File: config.mk
export PLATFORM = sky130hd
export DESIGN_NAME = fifo_axi_manager_flat
export DESIGN_NICKNAME = d
export VERILOG_FILES = /design/src/rtl/fifo_axi_manager_pkg.sv /design/src/rtl/fifo_axi_manager_if.sv /design/src/rtl/fifo_axi_manager.sv /design/src/flat_wrapper.sv
export SDC_FILE = /design/constraint.sdc
export NUM_CORES = 1
export LEC_CHECK = 0
export BUFFER_PORTS_ARGS = -buffer_cell sky130_fd_sc_hd__clkbuf_2
export CAP_MARGIN = 10
export CORE_MARGIN = 3
export CORE_UTILIZATION = 36
export DETAILED_ROUTE_END_ITERATION = 10
export PLACE_DENSITY = 0.82
export SYNTH_ARGS = -nofsm -noshare
export SYNTH_HDL_FRONTEND = slang
export SYNTH_SLANG_ARGS = --single-unit
File: constraint.sdc
create_clock -name aclk -period 1.39 [get_ports aclk]
set_input_delay 0.278 -clock aclk [delete_from_list [all_inputs] [get_ports aclk]]
set_output_delay 0.278 -clock aclk [all_outputs]
set_load 0.01 [all_outputs]
File: src/rtl/fifo_axi_manager_pkg.sv
`default_nettype none
// ---------------------------------------------------------------------------
// fifo_axi_manager_pkg : FSM states, AXI response codes, command field offsets
// Revision: 1.0
// ---------------------------------------------------------------------------
package fifo_axi_manager_pkg;

  typedef enum logic [2:0] {
    S_IDLE    = 3'd0,
    S_WR      = 3'd1,
    S_WR_RESP = 3'd2,
    S_RD_ADDR = 3'd3,
    S_RD_RESP = 3'd4
  } state_t;

  localparam logic [1:0] RESP_OKAY   = 2'b00;
  localparam logic [1:0] RESP_EXOKAY = 2'b01;
  localparam logic [1:0] RESP_SLVERR = 2'b10;
  localparam logic [1:0] RESP_DECERR = 2'b11;

  // Command word layout is {is_read, addr, wdata}, wdata at bit 0.
  localparam int CMD_DATA_LSB = 0;

  function automatic int cmd_addr_lsb(input int data_width);
    return data_width;
  endfunction

  function automatic int cmd_is_read_bit(input int addr_width, input int data_width);
    return addr_width + data_width;
  endfunction

endpackage
`default_nettype wire

File: src/rtl/fifo_axi_manager_if.sv
`default_nettype none
// ---------------------------------------------------------------------------
// fifo_axi_manager_if : AXI4-Lite bus bundle with manager/subordinate modports
// Revision: 1.0
// ---------------------------------------------------------------------------
interface fifo_axi_manager_if #(
  parameter int ADDR_WIDTH = 8,
  parameter int DATA_WIDTH = 32
);
  logic [ADDR_WIDTH-1:0]   awaddr;
  logic                    awvalid;
  logic                    awready;
  logic [DATA_WIDTH-1:0]   wdata;
  logic [DATA_WIDTH/8-1:0] wstrb;
  logic                    wvalid;
  logic                    wready;
  logic [1:0]              bresp;
  logic                    bvalid;
  logic                    bready;
  logic [ADDR_WIDTH-1:0]   araddr;
  logic                    arvalid;
  logic                    arready;
  logic [DATA_WIDTH-1:0]   rdata;
  logic [1:0]              rresp;
  logic                    rvalid;
  logic                    rready;

  modport master (
    output awaddr, awvalid, wdata, wstrb, wvalid, bready, araddr, arvalid, rready,
    input  awready, wready, bresp, bvalid, arready, rdata, rresp, rvalid
  );

  modport slave (
    input  awaddr, awvalid, wdata, wstrb, wvalid, bready, araddr, arvalid, rready,
    output awready, wready, bresp, bvalid, arready, rdata, rresp, rvalid
  );
endinterface
`default_nettype wire

File: src/rtl/fifo_axi_manager.sv
`default_nettype none
// ---------------------------------------------------------------------------
// fifo_axi_manager : turns FWFT command FIFO entries into single AXI4-Lite accesses
// Revision: 1.0
// ---------------------------------------------------------------------------
module fifo_axi_manager
  import fifo_axi_manager_pkg::*;
#(
  parameter int AXI_ADDR_WIDTH = 8,
  parameter int AXI_DATA_WIDTH = 32,
  parameter int ENABLE_WRITE   = 1,
  parameter int ENABLE_READ    = 1
) (
  input  logic                                   aclk,
  input  logic                                   areset,
  input  logic [AXI_ADDR_WIDTH+AXI_DATA_WIDTH:0] cmd_rd_data,
  output logic                                   cmd_rd_en,
  input  logic                                   cmd_empty,
  output logic [AXI_DATA_WIDTH+1:0]              resp_wr_data,
  output logic                                   resp_wr_en,
  input  logic                                   resp_full,
  fifo_axi_manager_if.master                     m_axi,
  output logic                                   busy,
  output logic                                   wr_error,
  output logic                                   rd_error,
  output logic                                   cmd_error
);

  localparam int IS_READ_BIT = cmd_is_read_bit(AXI_ADDR_WIDTH, AXI_DATA_WIDTH);
  localparam int ADDR_LSB    = cmd_addr_lsb(AXI_DATA_WIDTH);

  state_t                    state;
  logic [AXI_ADDR_WIDTH-1:0] r_addr;
  logic [AXI_DATA_WIDTH-1:0] r_wdata;
  logic                      r_awvalid;
  logic                      r_wvalid;
  logic                      r_arvalid;
  logic                      r_wr_error;
  logic                      r_rd_error;
  logic                      r_cmd_error;

  logic w_cmd_is_read;
  logic w_pop;
  logic w_aw_ok;
  logic w_w_ok;
  logic w_r_take;

  // Reads only pop when the response FIFO can take the result later.
  assign w_cmd_is_read = cmd_rd_data[IS_READ_BIT];
  assign w_pop    = (state == S_IDLE) && !areset && !cmd_empty && !(w_cmd_is_read && resp_full);
  assign w_aw_ok  = !r_awvalid || m_axi.awready;
  assign w_w_ok   = !r_wvalid  || m_axi.wready;
  assign w_r_take = (state == S_RD_RESP) && m_axi.rvalid;

  always_ff @(posedge aclk or posedge areset) begin
    if (areset) begin
      state       <= S_IDLE;
      r_addr      <= '0;
      r_wdata     <= '0;
      r_awvalid   <= 1'b0;
      r_wvalid    <= 1'b0;
      r_arvalid   <= 1'b0;
      r_wr_error  <= 1'b0;
      r_rd_error  <= 1'b0;
      r_cmd_error <= 1'b0;
    end else begin
      case (state)
        S_IDLE: begin
          if (w_pop) begin
            r_addr  <= cmd_rd_data[ADDR_LSB +: AXI_ADDR_WIDTH];
            r_wdata <= cmd_rd_data[CMD_DATA_LSB +: AXI_DATA_WIDTH];
            if (w_cmd_is_read) begin
              if (ENABLE_READ != 0) begin
                r_arvalid <= 1'b1;
                state     <= S_RD_ADDR;
              end else begin
                r_cmd_error <= 1'b1;
              end
            end else begin
              if (ENABLE_WRITE != 0) begin
                r_awvalid <= 1'b1;
                r_wvalid  <= 1'b1;
                state     <= S_WR;
              end else begin
                r_cmd_error <= 1'b1;
              end
            end
          end
        end
        S_WR: begin
          // Address and data channels complete independently, in either order.
          if (m_axi.awready) r_awvalid <= 1'b0;
          if (m_axi.wready)  r_wvalid  <= 1'b0;
          if (w_aw_ok && w_w_ok) state <= S_WR_RESP;
        end
        S_WR_RESP: begin
          if (m_axi.bvalid) begin
            if (m_axi.bresp != RESP_OKAY) r_wr_error <= 1'b1;
            state <= S_IDLE;
          end
        end
        S_RD_ADDR: begin
          if (m_axi.arready) begin
            r_arvalid <= 1'b0;
            state     <= S_RD_RESP;
          end
        end
        S_RD_RESP: begin
          if (m_axi.rvalid) begin
            if (m_axi.rresp != RESP_OKAY) r_rd_error <= 1'b1;
            state <= S_IDLE;
          end
        end
        default: state <= S_IDLE;
      endcase
    end
  end

  assign cmd_rd_en     = w_pop;
  assign resp_wr_en    = w_r_take;
  assign resp_wr_data  = w_r_take ? {m_axi.rresp, m_axi.rdata} : '0;

  assign m_axi.awaddr  = r_addr;
  assign m_axi.awvalid = r_awvalid;
  assign m_axi.wdata   = r_wdata;
  assign m_axi.wstrb   = '1;
  assign m_axi.wvalid  = r_wvalid;
  assign m_axi.bready  = (state == S_WR_RESP);
  assign m_axi.araddr  = r_addr;
  assign m_axi.arvalid = r_arvalid;
  assign m_axi.rready  = (state == S_RD_RESP);

  assign busy      = (state != S_IDLE);
  assign wr_error  = r_wr_error;
  assign rd_error  = r_rd_error;
  assign cmd_error = r_cmd_error;

endmodule
`default_nettype wire

File: src/flat_wrapper.sv
// flat-port wrapper written by rule: the top's interface ports become plain ports
module fifo_axi_manager_flat import fifo_axi_manager_pkg::*;
#(
  parameter int AXI_ADDR_WIDTH = 8,
  parameter int AXI_DATA_WIDTH = 32,
  parameter int ENABLE_WRITE   = 1,
  parameter int ENABLE_READ    = 1
)
  (aclk, areset, cmd_rd_data, cmd_rd_en, cmd_empty, resp_wr_data, resp_wr_en, resp_full, busy, wr_error, rd_error, cmd_error, m_axi_awaddr, m_axi_awvalid, m_axi_wdata, m_axi_wstrb, m_axi_wvalid, m_axi_bready, m_axi_araddr, m_axi_arvalid, m_axi_rready, m_axi_awready, m_axi_wready, m_axi_bresp, m_axi_bvalid, m_axi_arready, m_axi_rdata, m_axi_rresp, m_axi_rvalid);
  fifo_axi_manager_if #(.ADDR_WIDTH((8)), .DATA_WIDTH((32))) m_axi_i ();
  input  logic aclk;
  input  logic areset;
  input  logic [AXI_ADDR_WIDTH+AXI_DATA_WIDTH:0] cmd_rd_data;
  output logic cmd_rd_en;
  input  logic cmd_empty;
  output logic [AXI_DATA_WIDTH+1:0] resp_wr_data;
  output logic resp_wr_en;
  input  logic resp_full;
  output logic busy;
  output logic wr_error;
  output logic rd_error;
  output logic cmd_error;
  output wire logic [$bits(m_axi_i.awaddr)-1:0] m_axi_awaddr;
  output wire logic [$bits(m_axi_i.awvalid)-1:0] m_axi_awvalid;
  output wire logic [$bits(m_axi_i.wdata)-1:0] m_axi_wdata;
  output wire logic [$bits(m_axi_i.wstrb)-1:0] m_axi_wstrb;
  output wire logic [$bits(m_axi_i.wvalid)-1:0] m_axi_wvalid;
  output wire logic [$bits(m_axi_i.bready)-1:0] m_axi_bready;
  output wire logic [$bits(m_axi_i.araddr)-1:0] m_axi_araddr;
  output wire logic [$bits(m_axi_i.arvalid)-1:0] m_axi_arvalid;
  output wire logic [$bits(m_axi_i.rready)-1:0] m_axi_rready;
  input wire logic [$bits(m_axi_i.awready)-1:0] m_axi_awready;
  input wire logic [$bits(m_axi_i.wready)-1:0] m_axi_wready;
  input wire logic [$bits(m_axi_i.bresp)-1:0] m_axi_bresp;
  input wire logic [$bits(m_axi_i.bvalid)-1:0] m_axi_bvalid;
  input wire logic [$bits(m_axi_i.arready)-1:0] m_axi_arready;
  input wire logic [$bits(m_axi_i.rdata)-1:0] m_axi_rdata;
  input wire logic [$bits(m_axi_i.rresp)-1:0] m_axi_rresp;
  input wire logic [$bits(m_axi_i.rvalid)-1:0] m_axi_rvalid;
  assign m_axi_awaddr = m_axi_i.awaddr;
  assign m_axi_awvalid = m_axi_i.awvalid;
  assign m_axi_wdata = m_axi_i.wdata;
  assign m_axi_wstrb = m_axi_i.wstrb;
  assign m_axi_wvalid = m_axi_i.wvalid;
  assign m_axi_bready = m_axi_i.bready;
  assign m_axi_araddr = m_axi_i.araddr;
  assign m_axi_arvalid = m_axi_i.arvalid;
  assign m_axi_rready = m_axi_i.rready;
  assign m_axi_i.awready = m_axi_awready;
  assign m_axi_i.wready = m_axi_wready;
  assign m_axi_i.bresp = m_axi_bresp;
  assign m_axi_i.bvalid = m_axi_bvalid;
  assign m_axi_i.arready = m_axi_arready;
  assign m_axi_i.rdata = m_axi_rdata;
  assign m_axi_i.rresp = m_axi_rresp;
  assign m_axi_i.rvalid = m_axi_rvalid;
  fifo_axi_manager #(.AXI_ADDR_WIDTH(AXI_ADDR_WIDTH), .AXI_DATA_WIDTH(AXI_DATA_WIDTH), .ENABLE_WRITE(ENABLE_WRITE), .ENABLE_READ(ENABLE_READ)) u_core (.aclk(aclk), .areset(areset), .cmd_rd_data(cmd_rd_data), .cmd_rd_en(cmd_rd_en), .cmd_empty(cmd_empty), .resp_wr_data(resp_wr_data), .resp_wr_en(resp_wr_en), .resp_full(resp_full), .m_axi(m_axi_i), .busy(busy), .wr_error(wr_error), .rd_error(rd_error), .cmd_error(cmd_error));
endmodule
==> impl_metrics.ini, run 1 <==
[run_status]
status = complete, but fails checks
failed_checks = negative setup slack

[floorplanning]
coreArea_sq_mm = 0.00649
die_h_microns = 88.6
start_util_pct = 37.8
num_io_pins = 183
row_count = 29
die_w_microns = 88.6
die_area_sq_mm = 0.00785

[grt]
top_usage_layer = met2
grt_pass1_wl_microns = 9490
antenna_found_initial = 0
grt_use_met3_pct = 4.66
grt_pass1_vias = 2053
overflow = 0
grt_usage_pct = 15.6
grt_max_degree = 30
grtUsageMet1_pct = 16.7
grtUsageMet2_pct = 29.4

[setup_path]
r2r-start = u_core.state[2]
worstSetupPathType = reg -> out
timing.rr.end = u_core.m_axi.araddr[1]
cp_data_arrival_time_ns = 1.54
critPathCaptureType = output port
worst-path-max-fanout = 3
cp_data_required_time_ns = 1.11
cp-start-kind = register
reg2reg_depth = 6
rrSetupSlack_ns = -0.26

[timing]
rsz0062_at_grt = yes
hold_viol = 0
timing.hold.ws_ns = 0.0926
max_freq_mhz = 550
slew_viol_final = 0
period_share_pct = 131
fin_skew_ns = 0.00357
post-route-min-period_ns = 1.82
setup_ws_ns = -0.430
fin_setup_tns_ns = -21.85
finalSetupViolations = 83

[detailed_routing]
wl_microns = 7340
avgViaCountPerCell = 4.63
drt_iter0_markers = 24
wl_per_cell_microns = 15.7
vias = 2169
dr.pass1.iters = 4
post-route-drc-count = 0
postRouteAntennaNets = 0

[clock_network]
cts_made_buffers = 5
postCtsHoldBufs = 0
worstSkewPairLatency_ns = 0.30
cts_sinks = 48
clkTransAtPathRegs_ns = 0.09
htree_levels = 2
root_buffer = clkbuf_8
clk_path_buf_depth = 2
cts_tree = done

[yosys]
synth.area.top_cells = dfrtp_1, mux2_4, and2_1
ys_warn_count = 0
syn_avg_cell_area_sq_um = 13.1
syn-instance-count = 188
synth_flop_cell = dfrtp_1
netlist.top_cell.by_area = dfrtp_1
synthArstFlopShare_pct = 100
synth_seq_area_share_pct = 48.9
synth.cell_area_sq_mm = 0.00246
synth_top_area_share_pct = 48.9
synth_edf_count = 0
synth.distinct_cells = 31
ys_seq_elements = 48

[final_layout]
n_antenna_cell = 0
nets = 476
drive_gt1_share_pct = 79.5
layout_commonest_cell = clkbuf_2
syn_to_final_growth_pct = 73.3
final_area_sq_mm = 0.00426
final_cell_mix = clkbuf_2, dfrtp_1, buf_6

[placed_design]
port_buffers = 177
place_area_sq_mm = 0.00351
routabilityCongestion = 0.722
pre_cts_ws_ns = -0.0773
hpwl_microns = 5110

[run]
cap_violations = 0

[worst_hold_path]
hold_path.class = in -> async

[power_and_ir_drop]
ir_drop_mv = 0.984
powerDensity_mw_per_mm2 = 1770
leakage_uw = 0.00236
finalPower_uw = 7530
[worst max-delay path, stage by stage, from the launching register on]
cell and delay, ns:
dfrtp_2 0.44, buf_6 0.12, buf_6 0.11, buf_6 0.11
or3_4 0.32, buf_6 0.13
[power by group]
| part | internal, uW | total (uW) | switching, uW |
|---|---|---|---|
| logic | 2210 | 3740 | 1530 |
| clock network | 724 | 1220 | 492 |
| registers | 2090 | 2570 | 484 |
[repair_timing]
action                                  in CTS  in global routing
endpoints found under the setup margin      81                 83
pin swaps                                    6                  7
gates resized for setup                     18                 88
buffers inserted                             7                 13
gates cloned                                 1                  5
[through the flow]
| step | cells | utilization [%] |
|---|---|---|
| 2_1_floorplan | 191 | - |
| 3_3_place_gp | 436 | 54.0 |
| 3_5_place_dp | 436 | 54.0 |
| 4_1_cts | 451 | 58.9 |
| 5_1_grt | 468 | 65.6 |
| 6_report | 468 | 65.6 |
[sequential cells by signal, indices dropped and copies added, names as in the netlist]
register / cells
u_core.m_axi.araddr: 8
u_core.m_axi.arvalid: 1
u_core.m_axi.awvalid: 1
u_core.m_axi.wdata: 32
u_core.m_axi.wvalid: 1
u_core.rd_error: 1
u_core.state: 3
u_core.wr_error: 1
[cells by family (layout without fill, tap and decap cells)]
group           count (synthesis)  count (layout)  synth area share, %
compound gates                 13              13                 3.82
simple gates                   54              54                 14.4
mux                            40              40                 24.1
flops                          48              48                 48.9
buf+inv                        31             231                 8.50
other cells                     2               5                0.306
[Yosys cell counts (2+ instances only)]
master and count:
a21oi_1 2, and2_1 34, buf_2 5, buf_4 13, buf_6 5, conb_1 2
dfrtp_1 48, inv_1 8, mux2_2 2, mux2_4 38, nand2_1 6, nand2b_1 2
nor2_1 2, nor2b_1 2, o21ai_0 2, o2bb2ai_1 2
[area by class of cell]
cell class                      instances  area [sq um]
Clock buffer                            5          68.8
Multi-Input combinational cell        112          1200
Inverter                                8          38.8
Tap cell                               77          96.3
Fill cell                             487          2240
Timing Repair Buffer                  215          1580
Clock inverter                          3          68.8
Sequential cell                        48          1200
[how the worst max path moves through the flow]
stage | endpoint | start | slack (ns) | cells past startpoint
after floorplan | resp_wr_data[0] | u_core.state[0] | -0.06 | 6
after detailed placement | resp_wr_data[4] | u_core.state[1] | -0.08 | 5
final | busy | u_core.state[1] | -0.43 | 5
after global routing | resp_wr_data[33] | u_core.state[1] | -0.48 | 5
after global placement | resp_wr_data[4] | u_core.state[1] | -0.05 | 5
after CTS | resp_wr_data[4] | u_core.state[1] | -0.41 | 5
[routing by layer]
metal | vias up | part of all wire [%]
met5 | - | 0
met4 | 0 | 1.1
met3 | 12 | 7.9
met2 | 109 | 55
met1 | 1037 | 36
li1 | 1011 | -
Power figures use the tool's default switching activity.
==> run 2, diff against run 1 <==
--- a/config.mk
+++ b/config.mk
@@ -8,9 +8,9 @@
 export BUFFER_PORTS_ARGS = -buffer_cell sky130_fd_sc_hd__clkbuf_2
 export CAP_MARGIN = 10
 export CORE_MARGIN = 3
-export CORE_UTILIZATION = 36
+export CORE_UTILIZATION = 40
 export DETAILED_ROUTE_END_ITERATION = 10
-export PLACE_DENSITY = 0.82
+export PLACE_DENSITY = 0.86
 export SYNTH_ARGS = -nofsm -noshare
 export SYNTH_HDL_FRONTEND = slang
 export SYNTH_SLANG_ARGS = --single-unit
==> constraint.sdc (replaced) <==
create_clock -name aclk -period 2.05 [get_ports aclk]
set_input_delay 0.41 -clock aclk [delete_from_list [all_inputs] [get_ports aclk]]
set_output_delay 0.41 -clock aclk [all_outputs]
set_load 0.01 [all_outputs]
==> impl_metrics.ini, run 2 (synthesis gave the netlist of run 1 again) <==
[setup_path]
cp-start-kind = register
cp_slowest_cell = dfrtp_2
cp.depth = 5
critical_path.top_delay_family = simple AND/OR/NAND/NOR gates
r2r-start = u_core.state[2]
cp_data_arrival_time_ns = 1.55
worstSetupPathType = reg -> out
crit_chain = nor2_4 -> and3_4 -> clkbuf_16 -> and2_1 -> clkbuf_2
reg2reg_depth = 4
worstSetupStartpoint = u_core.state[1]
cp_data_required_time_ns = 1.64
critPathCaptureType = output port
cp_num_buf_inv = 2
cpPeakStageDelay_ns = 0.45
worst-path-max-fanout = 18

[timing]
period_share_pct = 95.5
rsz0062_at_grt = no
fin_setup_tns_ns = 0
hold_viol = 0
setup_ws_ns = 0.0913
max_freq_mhz = 511
post-route-min-period_ns = 1.96
finalSetupViolations = 0
fin_skew_ns = 0.00497
tightest_slew_ns = 0.512
slew_viol_final = 0
maxSlewHeadroom_pct = 65.8

[placed_design]
routabilityCongestion = 0.839
hpwl_microns = 5230
place_area_sq_mm = 0.00333
pre_cts_ws_ns = 0.285
port_buffers = 177

[detailed_routing]
wl_per_cell_microns = 15.0
dr.pass1.iters = 4
vias = 1983
post-route-drc-count = 0
drt_iter0_markers = 87
postRouteAntennaNets = 0
avgViaCountPerCell = 4.59
wl_microns = 6460

[grt]
grt_max_degree = 37
overflow = 0
grt_pass1_vias = 2080
grt_usage_pct = 17.8
antenna_found_initial = 0
grt_pass1_wl_microns = 10300

[final_layout]
final_area_sq_mm = 0.00349
layout_commonest_cell = clkbuf_2
n_antenna_cell = 0
largest_reg_flops = 32
drive_gt1_share_pct = 66.9
nets = 445
fin_util_pct = 61.2
final_cell_mix = clkbuf_2, dfrtp_1, mux2_4
syn_to_final_growth_pct = 42.1

[floorplanning]
die_h_microns = 84.4
coreArea_sq_mm = 0.00571
start_util_pct = 43.0
die_area_sq_mm = 0.00712
num_io_pins = 183
row_count = 27
die_w_microns = 84.4

[run]
cap_violations = 0

[power_and_ir_drop]
leakage_uw = 0.00204
finalPower_uw = 4460
ir_drop_mv = 0.735
powerDensity_mw_per_mm2 = 1280

[run_status]
status = completed

[worst_hold_path]
hold_path.class = in -> async

[clock_network]
clk_path_buf_depth = 2
cts_tree = done
postCtsHoldBufs = 0
worstSkewPairLatency_ns = 0.29
cts_sinks = 48
htree_levels = 2
root_buffer = clkbuf_8
clkTransAtPathRegs_ns = 0.08
cts_made_buffers = 5
run 2: layout make-up:
class / count / area, sq um
multi-input cells: 112 / 1060
clock inverters: 3 / 42.5
repair buffers: 184 / 993
flip-flops and latches: 48 / 1200
clock buffers: 5 / 68.8
fillers: 468 / 2220
inverters: 8 / 30.0
well taps: 72 / 90.1
run 2: where the power goes:
group          total (uW)  switching (uW)  leakage [uW]  internal (uW)
Clock                 658             297     0.0000541            361
Combinational        2070             915       0.00142           1150
Sequential           1740             317      0.000563           1420
run 2: metrics by stage:
stage / std cells / hold WS (ns)
final: 432 / 0.197
after global routing: 432 / 0.233
after CTS: 430 / 0.211
after detailed placement: 422 / 0.450
after global placement: 422 / 0.445
after floorplan: 191 / 0.493
run 2: path summary, 6_finish.rpt:
path                                           to  slack [ns]
max in group asynchronous    u_core.m_axi.awvalid        1.35
setup / recovery                 resp_wr_data[20]        0.09
setup reg to reg           u_core.m_axi.wdata[17]        0.43
min in group aclk                 u_core.state[2]        0.32
hold / removal                    u_core.state[0]        0.20
hold reg to reg                   u_core.rd_error        0.46
run 2: what timing repair did:
action / 4_1_cts / 5_1_grt
gates cloned: 0 / 1
buffers inserted: 0 / 1
setup endpoints to repair: 34 / 34
gates resized for setup: 1 / 6
pin swaps: 0 / 0
run 2: layer usage:
| layer | share of wire, % | GRT usage (%) |
|---|---|---|
| met1 | 40 | 22.4 |
| met2 | 52 | 31.5 |
| met3 | 7.3 | 4.02 |
| met4 | 0.45 | 3.74 |
| met5 | 0 | 0 |
